## src/rtl/branch_unit.sv

```systemverilog
// -----------------------------------------------------------------------------
// branch_unit
//
// Branch resolution and program-counter unit for the single-cycle datapath.
// Holds the PC and a registered ALU flag set {Z,N,C,V}. It decodes an
// eight-way condition code and selects the next PC from three sources:
// sequential (pc+1), PC-relative (pc+offset) or register-indirect
// (reg_target). It also provides stall control, a registered redirect pulse
// that fetch uses for flushing, and a saturating taken-branch counter.
//
// Optional feature macro: FLAG_BYPASS_EN
//   When this macro is defined and flag_we=1, the condition is evaluated on
//   {z_in,n_in,c_in,v_in} in the same cycle, so one instruction can compare
//   and branch. When it is undefined, the condition always uses the
//   registered flags.
//
// Parameters
//   PC_W      PC / target width (>= 4)
//   OFF_W     signed offset width (<= PC_W)
//   CNT_W     taken-branch counter width
//   RESET_PC  PC value loaded on reset
//
// Ports
//   clk          system clock, rising edge
//   reset        asynchronous active-high reset
//   en           advance enable (0 = stall, all state held)
//   flag_we      load z_in/n_in/c_in/v_in into the flag register
//   z_in..v_in   ALU flags of the current instruction
//   branch       unconditional branch
//   branch_if    conditional branch, qualified by cond
//   cond         condition select (EQ NE LT GE MI PL CS AL)
//   jump_reg     taken target is reg_target instead of PC-relative
//   offset       signed PC-relative displacement
//   reg_target   absolute target for register-indirect branches
//   pc           current program counter
//   taken        combinational branch-taken decision
//   redirect     registered: a taken branch retired on the previous edge
//   flags        registered {Z,N,C,V}
//   taken_count  saturating count of taken branches
// -----------------------------------------------------------------------------
module branch_unit #(
  parameter int PC_W     = 8,
  parameter int OFF_W    = 8,
  parameter int CNT_W    = 16,
  parameter int RESET_PC = 0
) (
  input  logic             clk,
  input  logic             reset,
  input  logic             en,
  input  logic             flag_we,
  input  logic             z_in,
  input  logic             n_in,
  input  logic             c_in,
  input  logic             v_in,
  input  logic             branch,
  input  logic             branch_if,
  input  logic [2:0]       cond,
  input  logic             jump_reg,
  input  logic [OFF_W-1:0] offset,
  input  logic [PC_W-1:0]  reg_target,
  output logic [PC_W-1:0]  pc,
  output logic             taken,
  output logic             redirect,
  output logic [3:0]       flags,
  output logic [CNT_W-1:0] taken_count
);

  logic [PC_W-1:0]  pc_reg;
  logic [PC_W-1:0]  pc_next;
  logic [3:0]       flags_reg;
  logic             redirect_reg;
  logic [CNT_W-1:0] count_reg;
  logic [3:0]       flag_src;
  logic             cond_true;
  logic [PC_W-1:0]  offset_ext;

  // Condition source. With the bypass enabled, a flag write in the same
  // cycle feeds the decoder directly. The flags output still shows only the
  // registered value.
`ifdef FLAG_BYPASS_EN
  assign flag_src = flag_we ? {z_in, n_in, c_in, v_in} : flags_reg;
`else
  assign flag_src = flags_reg;
`endif

  // flag_src bit order: [3]=Z [2]=N [1]=C [0]=V
  always_comb begin
    cond_true = 1'b0;
    case (cond)
      3'b000:  cond_true = flag_src[3];                    // EQ
      3'b001:  cond_true = ~flag_src[3];                   // NE
      3'b010:  cond_true = flag_src[2] ^ flag_src[0];      // LT
      3'b011:  cond_true = ~(flag_src[2] ^ flag_src[0]);   // GE
      3'b100:  cond_true = flag_src[2];                    // MI
      3'b101:  cond_true = ~flag_src[2];                   // PL
      3'b110:  cond_true = flag_src[1];                    // CS
      default: cond_true = 1'b1;                           // AL
    endcase
  end

  assign taken = branch | (branch_if & cond_true);

  // Sign-extend the offset to PC width. The addition then wraps modulo
  // 2^PC_W, which gives the silent wrap-around in both directions.
  assign offset_ext = PC_W'($signed(offset));

  always_comb begin
    pc_next = pc_reg + PC_W'(1);
    if (taken) begin
      if (jump_reg) pc_next = reg_target;
      else          pc_next = pc_reg + offset_ext;
    end
  end

  always_ff @(posedge clk or posedge reset) begin
    if (reset) begin
      pc_reg       <= PC_W'(RESET_PC);
      flags_reg    <= 4'b0000;
      redirect_reg <= 1'b0;
      count_reg    <= '0;
    end else begin
      // redirect updates on every edge, so it drops during a stall
      redirect_reg <= en & taken;
      if (en) begin
        pc_reg <= pc_next;
        if (flag_we) flags_reg <= {z_in, n_in, c_in, v_in};
        if (taken && (count_reg != {CNT_W{1'b1}}))
          count_reg <= count_reg + CNT_W'(1);
      end
    end
  end

  assign pc          = pc_reg;
  assign redirect    = redirect_reg;
  assign flags       = flags_reg;
  assign taken_count = count_reg;

endmodule

```

## config.mk

```make
export PLATFORM = sky130hd
export DESIGN_NAME = branch_unit
export DESIGN_NICKNAME = d
export VERILOG_FILES = /design/src/rtl/branch_unit.sv
export SDC_FILE = /design/constraint.sdc
export NUM_CORES = 1
export LEC_CHECK = 0
export ABC_AREA = 0
export CORE_MARGIN = 2
export CORE_UTILIZATION = 47
export CTS_CLUSTER_DIAMETER = 60
export DETAILED_ROUTE_END_ITERATION = 10
export PLACE_DENSITY = 0.86
export SYNTH_ARGS = -nofsm -noshare
export SYNTH_HDL_FRONTEND = slang
export SYNTH_SLANG_ARGS = --single-unit
```

## constraint.sdc

```tcl
create_clock -name clk -period 3.6 [get_ports clk]
set_input_delay 0.72 -clock clk [delete_from_list [all_inputs] [get_ports clk]]
set_output_delay 0.72 -clock clk [all_outputs]
set_load 0.02 [all_outputs]
```

==> results.json <==
{
  "p_int_uw": 976.3,
  "setup_viol": 0,
  "p_switching_uw": 618.6,
  "clockBufferDepth": 2,
  "sequentialPowerShare_pct": 33.6,
  "drv_cap": 0,
  "fin_hold_ws_ps": 494.8,
  "finalWirelength_um": 4280,
  "worst_skew_pair.late_latency_ps": 270,
  "synth-seq-area-share_pct": 37.81,
  "crit_type": "primary input to output pin",
  "io_buffers": 59,
  "gp_congestion": 0.7917,
  "critPathMaxStageDelay_ps": 540,
  "fin_nets": 297,
  "path_clk_slew_ps": 60,
  "critPathSlowestCell": "clkdlybuf4s50_1",
  "viasPerCell": 5.523,
  "worst_pin_slew_ps": 1088,
  "track_usage_pct": 19.94,
  "post_dp_cell_area_um2": 2565,
  "fin_tns_setup_ps": 0,
  "wl_per_cell_um": 13.90,
  "switching_share_pct": 38.79,
  "grt_pass1_wl_um": 6982,
  "post_cts_buffers": 0,
  "max_freq_mhz": 289.4,
  "areaGrowthSynthToFinish_pct": 38.92,
  "slew_headroom_pct": 27.36,
  "timing.final.crit_share_pct": 95.99,
  "timing.final.hold_violations": 0,
  "antenna_found_initial": 0,
  "start_kind": "primary input",
  "vdd_ir_drop_max_mv": 0.4594,
  "path_cells": "clkdlybuf4s50_1 > mux2_1 > o311a_4 > o22ai_2 > inv_2 > clkdlybuf4s50_1",
  "fin_skew_ps": 4.046,
  "crit_top_cell": "clkdlybuf4s50_1",
  "drc": 0,
  "cp.required_ps": 2880,
  "cts_buffers": 5,
  "rsz0062_at_grt": "false",
  "cts_max_level": 2,
  "synth_cell_types": 54,
  "fin_crit_ps": 3456,
  "cts_resized": 0,
  "clock_sinks": 29,
  "status": "finished clean",
  "drtIter0Drc": 76,
  "power_frac_comb_pct": 48.5,
  "num_antenna_cells": 0,
  "avgSynthCellArea_um2": 9.945,
  "row_count": 23,
  "netlist_area_um2": 1919,
  "final_util_pct": 67.14,
  "leakagePower_nw": 1.099,
  "core_area_um2": 3971,
  "cp_max_fo": 4,
  "postCtsHoldBufs": 0,
  "end_kind": "output pin",
  "power_frac_clock_pct": 18.0,
  "hp-class": "flop to flop",
  "slew_violations": 0,
  "firstDrtPassIters": 4,
  "syn_nets": 233,
  "grt_pass1_vias": 1595,
  "io-pin-count": 60,
  "drive_gt1_share_pct": 10.85,
  "critPathArrivalTime_ps": 2740,
  "dieWidth_um": 67.91,
  "fin_cells": 308,
  "vias": 1701,
  "netlist_instances": 193,
  "cts_tree": "yes",
  "grt_overflow": 0,
  "largest_reg_flops": 16,
  "fin_area_um2": 2666,
  "grt_max_degree": 30,
  "ys_warn_count": 0,
  "synth-seq-cells": 29,
  "async_reset_ff_share_pct": 100.0,
  "dp_hpwl_um": 3310,
  "power_density_nw_per_um2": 598.2,
  "root_buffer": "clkbuf_8",
  "start_util_pct": 48.33,
  "die-area_um2": 4611,
  "antenna_left": 0,
  "synth-edff-count": 0,
  "fp.dieH_um": 67.91,
  "place_inst": 300,
  "synthFlopType": "dfrtp_1"
}
-- synth_stat cells, types with 3 or more instances --
library cell / instances / share of area, %
nand4_1: 5 / 1.6
mux2_1: 3 / 1.8
ha_1: 9 / 5.9
a21oi_1: 11 / 2.9
nand2_1: 11 / 2.2
xor2_1: 5 / 2.3
a211oi_1: 3 / 1.2
and3_1: 5 / 1.6
nor3_1: 4 / 1.0
xnor2_1: 14 / 6.4
mux2_2: 6 / 3.5
inv_1: 9 / 1.8
dfrtp_1: 29 / 38
nand3_1: 15 / 3.9
nor2_1: 11 / 2.2
o21ai_0: 9 / 2.3
-- metrics by stage --
| step | power [mW] | setup WS, ps |
|---|---|---|
| 6_report | 1.595 | 144.2 |
| 5_1_grt | 1.708 | 64.11 |
| 4_1_cts | 1.608 | 138.1 |
| 3_5_place_dp | 1.312 | 146.4 |
| 3_3_place_gp | 1.282 | 171.5 |
| 2_1_floorplan | 1.007 | 1136 |
-- layout by cell type, fill, tap and decap left out, types with 3 or more instances in the layout --
| cell type | synthesis | final |
|---|---|---|
| a211oi_1 | 3 | 3 |
| a21oi_1 | 11 | 11 |
| and3_1 | 5 | 5 |
| clkbuf_8 | 0 | 7 |
| clkdlybuf4s50_1 | 0 | 59 |
| dfrtp_1 | 29 | 29 |
| ha_1 | 9 | 9 |
| inv_1 | 9 | 9 |
| mux2_1 | 3 | 3 |
| mux2_2 | 6 | 6 |
| nand2_1 | 11 | 11 |
| nand3_1 | 15 | 15 |
| nand4_1 | 5 | 5 |
| nor2_1 | 11 | 11 |
| nor3_1 | 4 | 4 |
| o21ai_0 | 9 | 9 |
| xnor2_1 | 14 | 14 |
| xor2_1 | 5 | 5 |
-- final timing paths --
path	cells past startpoint	endpoint	slack (ps)	start
worst max register to register	7	pc[7]	1360	pc[3]
min in group asynchronous	2	pc[6]	1030	reset
max in group asynchronous	2	taken_count[7]	1910	reset
worst min-delay path	1	taken_count[9]	490	taken_count[9]
worst max-delay path	6	taken	140	cond[1]
worst min register to register	1	taken_count[9]	490	taken_count[9]
-- layer usage --
layer | wire [um] | GRT usage (%) | vias to the layer above
li1 | - | - | 838
met1 | 1893 | 25.05 | 808
met2 | 2130 | 35.78 | 51
met3 | 218 | 3.454 | 4
met4 | 36 | 4.500 | 0
met5 | 0 | 0 | -
-- power by group through the flow --
stage / combinational [mW] / clock [mW] / sequential [mW]
finish: 0.773 / 0.287 / 0.535
global route: 0.847 / 0.309 / 0.553
CTS: 0.779 / 0.294 / 0.535
detailed placement: 0.772 / 0 / 0.540
global placement: 0.747 / 0 / 0.535
floorplan: 0.389 / 0 / 0.618
-- cell families (layout without fill, tap and decap cells) --
logic type	Yosys count	count (layout)	synth area share (%)
and+or+nand+nor	67	67	19.75
DFF	29	29	37.81
AOI/OAI and AO/OA	42	42	16.56
adders and majority gates	10	10	6.910
xor gates and xnor gates	20	20	9.843
buffers and inverters	15	80	3.325
muxes	10	10	5.801
-- layout make-up --
type	instances	area [um^2]
clock buffers	7	96.34
clock inverters	1	5.005
fillers	330	1305
inverters	11	41.29
multi-input cells	149	1130
flip-flops and latches	29	725.7
well taps	50	62.56
repair buffers	61	605.6
-- critical path, delay by kind of cell --
| family | cells | cell delay (ps) |
|---|---|---|
| AO/OA/AOI/OAI | 2 | 510 |
| buffers and inverters | 3 | 1160 |
| multiplexers | 1 | 350 |
(Power assumes the default switching activity.)
